==> src/rtl/huffman_packer.sv <==
// Packs MSB-aligned variable-length codes into W-bit words through a 2W-bit accumulator.
// A flush pads the trailing partial word with zeros and marks it with last_out.
module huffman_packer #(
  parameter int W = 8,
  parameter int C = 4
) (
  input  logic         clk,
  input  logic         rst,
  input  logic [W-1:0] d_in,
  input  logic [C-1:0] w_in,
  input  logic         en_in,
  output logic         rdy_in,
  input  logic         flush_in,
  output logic [W-1:0] d_out,
  output logic         en_out,
  input  logic         rdy_out,
  output logic         last_out,
  output logic         flush_done,
  output logic         err
);
  localparam int CW = C + 1;
  localparam logic [CW-1:0] WC = CW'(W);

  typedef enum logic [1:0] {RUN, FLUSH, DONE} state_t;

  state_t          state_q;
  logic            live_q;
  logic [2*W-1:0]  acc_q, acc_d, app;
  logic [CW-1:0]   cnt_q, cnt_d, base;
  logic [W-1:0]    d_out_q, mask;
  logic            en_out_q, last_q, err_q;
  logic            xfer, legal, free, drain, pad, flush_req, last_d;

  // live_q keeps rdy_in low during reset and lets it rise on the first edge after release
  assign rdy_in    = live_q && (state_q == RUN) && (cnt_q <= WC);
  assign xfer      = en_in && rdy_in;
  assign legal     = (w_in != '0) && ({1'b0, w_in} <= WC);
  assign free      = !en_out_q || rdy_out;
  assign drain     = (cnt_q >= WC) && free;
  assign flush_req = live_q && (state_q == RUN) && flush_in && !en_in;
  assign pad       = (state_q == FLUSH) && (cnt_q != '0) && (cnt_q < WC) && free;
  assign last_d    = pad || ((cnt_q == WC) && ((state_q == FLUSH) || flush_req));

  // Bits below the code length are zeroed so padding and later appends stay clean
  assign mask = ~({W{1'b1}} >> w_in);
  assign app  = {d_in & mask, {W{1'b0}}} >> base;

  always_comb begin
    base  = drain ? (cnt_q - WC) : cnt_q;
    acc_d = drain ? (acc_q << W) : acc_q;
    cnt_d = base;
    if (xfer && legal) begin
      acc_d = acc_d | app;
      cnt_d = base + CW'(w_in);
    end
    if (pad) begin
      acc_d = '0;
      cnt_d = '0;
    end
  end

  always_ff @(posedge clk or posedge rst) begin
    if (rst) begin
      state_q  <= RUN;
      live_q   <= 1'b0;
      acc_q    <= '0;
      cnt_q    <= '0;
      d_out_q  <= '0;
      en_out_q <= 1'b0;
      last_q   <= 1'b0;
      err_q    <= 1'b0;
    end else begin
      live_q <= 1'b1;
      acc_q  <= acc_d;
      cnt_q  <= cnt_d;
      if (xfer && !legal) err_q <= 1'b1;
      if (drain || pad) begin
        d_out_q  <= acc_q[2*W-1:W];
        en_out_q <= 1'b1;
        last_q   <= last_d;
      end else if (rdy_out) begin
        en_out_q <= 1'b0;
        last_q   <= 1'b0;
      end
      case (state_q)
        RUN:     if (flush_req) state_q <= FLUSH;
        FLUSH:   if ((cnt_q == '0) && free) state_q <= DONE;
        DONE:    state_q <= RUN;
        default: state_q <= RUN;
      endcase
    end
  end

  assign d_out      = d_out_q;
  assign en_out     = en_out_q;
  assign last_out   = last_q;
  assign flush_done = (state_q == DONE);
  assign err        = err_q;
endmodule

==> config.mk <==
export PLATFORM = sky130hd
export DESIGN_NAME = huffman_packer
export DESIGN_NICKNAME = d
export VERILOG_FILES = /design/src/rtl/huffman_packer.sv
export SDC_FILE = /design/constraint.sdc
export NUM_CORES = 1
export LEC_CHECK = 0
export BUFFER_PORTS_ARGS = -buffer_cell sky130_fd_sc_hd__buf_2
export CELL_PAD_IN_SITES_DETAIL_PLACEMENT = 0
export CELL_PAD_IN_SITES_GLOBAL_PLACEMENT = 2
export CORE_MARGIN = 8
export CORE_UTILIZATION = 35
export CTS_CLUSTER_DIAMETER = 100
export DETAILED_ROUTE_END_ITERATION = 16
export PLACE_DENSITY = 0.88
export REMOVE_ABC_BUFFERS = 1
export SKIP_CTS_REPAIR_TIMING = 1
export SYNTH_ARGS = -nofsm -noshare
export SYNTH_HDL_FRONTEND = slang
export SYNTH_SLANG_ARGS = --single-unit
==> constraint.sdc <==
create_clock -name clk -period 3.4 [get_ports clk]
set_clock_uncertainty 0.15 [all_clocks]
set_input_delay 0.34 -clock clk [delete_from_list [all_inputs] [get_ports clk]]
set_output_delay 0.34 -clock clk [all_outputs]
set_load 0.01 [all_outputs]
==> out/metrics.cfg <==
[setup_path]
crit_type=flop to flop
path_max_fanout=9
r2r_slack_ns=0.66
required_ns=3.40
end_kind=flop
arrival_ns=2.74
critPathLaunchType=flop

[power]
irDropWorstVdd_mv=0.328
total_power_w=0.00228
leakagePower_nw=1.21
cellPowerDensity_nw_per_um2=870

[drt]
drc_errors=0
via_per_inst=5.65
routed-via-count=1945
first_iter_violations=158
drtPass1Iterations=4
wl_per_cell_um=16.1
drt-total-wl_mm=5.55
antenna_left=0

[placement]
io_buffers=29
hpwlAfterDp_mm=4.20
place_congestion=0.871

[cells_and_area]
fin_util_pct=41.3
syn2layout_area_growth_pct=14.2
n_antenna_cell=0
drive_above_1_share_pct=24.0
final_cell_mix=35 x dfrtp_1, 29 x buf_2, 20 x nand2_1
layout_commonest_cell=dfrtp_1
nNetsFinal=289

[timing]
maxSlewHeadroom_pct=42.5
drv_slew=0
rsz0062_at_grt=false
fmax_ghz=0.364
setup_tns_ns=0
fin_crit_sh_pct=80.7
tightest_slew_ns=0.850
fin_hold_ws_ns=-0.0335
final-setup-viol-count=0
layout_min_cycle_time_ns=2.74
hold_viol=15

[clock_tree]
tritoncts=built
clkSlewWorstSetupHoldPaths_ns=0.07
cts_max_path_buffers=2
cts-root-buf=clkbuf_8
htree_num_levels=2
numCtsBuffers=5
clk_latency_ns=0.29
clock_sinks=35

[floorplan]
ios=30
chipWidth_um=97.0
initial_core_util_pct=36.2
die_y_um=97.0
die_area_um2=9410
core-area_um2=6350
rows=29

[synthesis]
async_flop_share_pct=100
netlist.area_leader.share_pct=38.1
yosysUniqueCellTypes=66
synth_ff_type=dfrtp_1
synth.area.top_cells=dfrtp_1 38%, mux2_2 4.9%, mux2i_1 4.4%
synthesis.area_um2=2300
synth.largest_area_cell=dfrtp_1
seq_area_frac_synth_pct=38.1
ys_warn_count=0
syn_avg_cell_area_um2=9.61
synth_edf_count=0
synth-seq-cells=35
synthCells=239

[global_routing]
track_usage_pct=12.1
grt_max_degree=21
grt_overflow=0
grt_pass1_wl_mm=9.58
grt_pass1_vias=1933
antenna_found_initial=0

[run_status]
violations=hold timing
status=finished, violations left

[run]
drv_cap=0

[worst_hold_path]
hold_path_class=primary input to async pin

[power by group]
part / internal (W) / total, W / switching, W
Clock: 0.000293 / 0.000446 / 0.000153
Sequential: 0.000504 / 0.000635 / 0.000131
Combinational: 0.000496 / 0.00120 / 0.000704
[cell families after synthesis]
family | after synthesis | synth area share [%]
AO/OA/AOI/OAI | 73 | 23.0
XOR/XNOR | 3 | 1.14
adder cells (fa/ha/maj) | 6 | 3.59
buffers and inverters | 24 | 5.72
flip-flops | 35 | 38.1
multiplexers | 21 | 10.2
other | 1 | 0.163
AND/OR/NAND/NOR | 76 | 18.0
[path summary, 6_finish.rpt]
check / from / endpoint / cells after the start
min in group clk: rdy_out / last_out / 2
min: rst / d_out[7] / 2
max in group asynchronous: rst / acc_q[15] / 3
min reg2reg: err / err / 1
max reg2reg: cnt_q[3] / cnt_q[4] / 11
max: cnt_q[3] / cnt_q[4] / 11
[per-stage QoR]
step / area, um^2 / setup WS [ns] / instances
after floorplan: 2200 / 0.874 / 224
after global placement: 2490 / 0.698 / 336
after detailed placement: 2490 / 0.651 / 336
after CTS: 2620 / 0.648 / 344
after global routing: 2620 / 0.405 / 344
final: 2620 / 0.655 / 344
[synthesized netlist by cell type (2+ instances only)]
cell and count:
nor3_1 4, mux2_2 10, o31ai_1 4, buf_4 2, inv_1 7, nand2_1 20, buf_2 4, xor2_1 2
and3_1 3, a22oi_1 2, nand2b_1 5, a31oi_1 2, o22ai_1 6, mux2i_1 10, a211oi_1 2, o41a_1 2
a211o_1 2, o221ai_1 2, nand3_1 9, clkbuf_1 6, o211ai_1 4, or4_1 3, nor2_1 10, a21oi_1 16
o21ai_2 3, dfrtp_1 35, o21ai_0 8, o22a_1 2, nor2b_1 4, a21o_1 4, nor4_1 7, ha_1 5
[critical path, cell delays in order, from the launching register on]
cell and delay (ns):
dfrtp_1 0.48, inv_1 0.13, ha_1 0.34, o41a_1 0.17, o21ai_2 0.20, and2_4 0.25
inv_6 0.06, ha_1 0.30, a21oi_1 0.07, nor4_1 0.23, xor2_1 0.17, nor2_1 0.05
[sequential cells by signal, summed over array words and instances (netlist names)]
name and flops:
acc_q 16, cnt_q 5, d_out 8, en_out 1
err 1, last_out 1, live_q 1, state_q 2
[cell type report]
class | count | area (um^2)
fill | 625 | 3730
timing repair buffer | 35 | 190
clock inverter | 2 | 60.1
sequential | 35 | 876
inverter | 9 | 38.8
tap | 77 | 96.3
clock buffer | 6 | 72.6
multi-input combinational | 180 | 1290
[metal layers]
layer,share of wire [%],wire [um],GRT usage (%),vias to the layer above
li1,-,-,-,961
met1,50,2780,16.5,930
met2,44,2450,17.4,46
met3,4.2,236,2.92,8
met4,1.5,84,5.44,0
met5,0,0,0,-
Power figures use the tool's default switching activity.
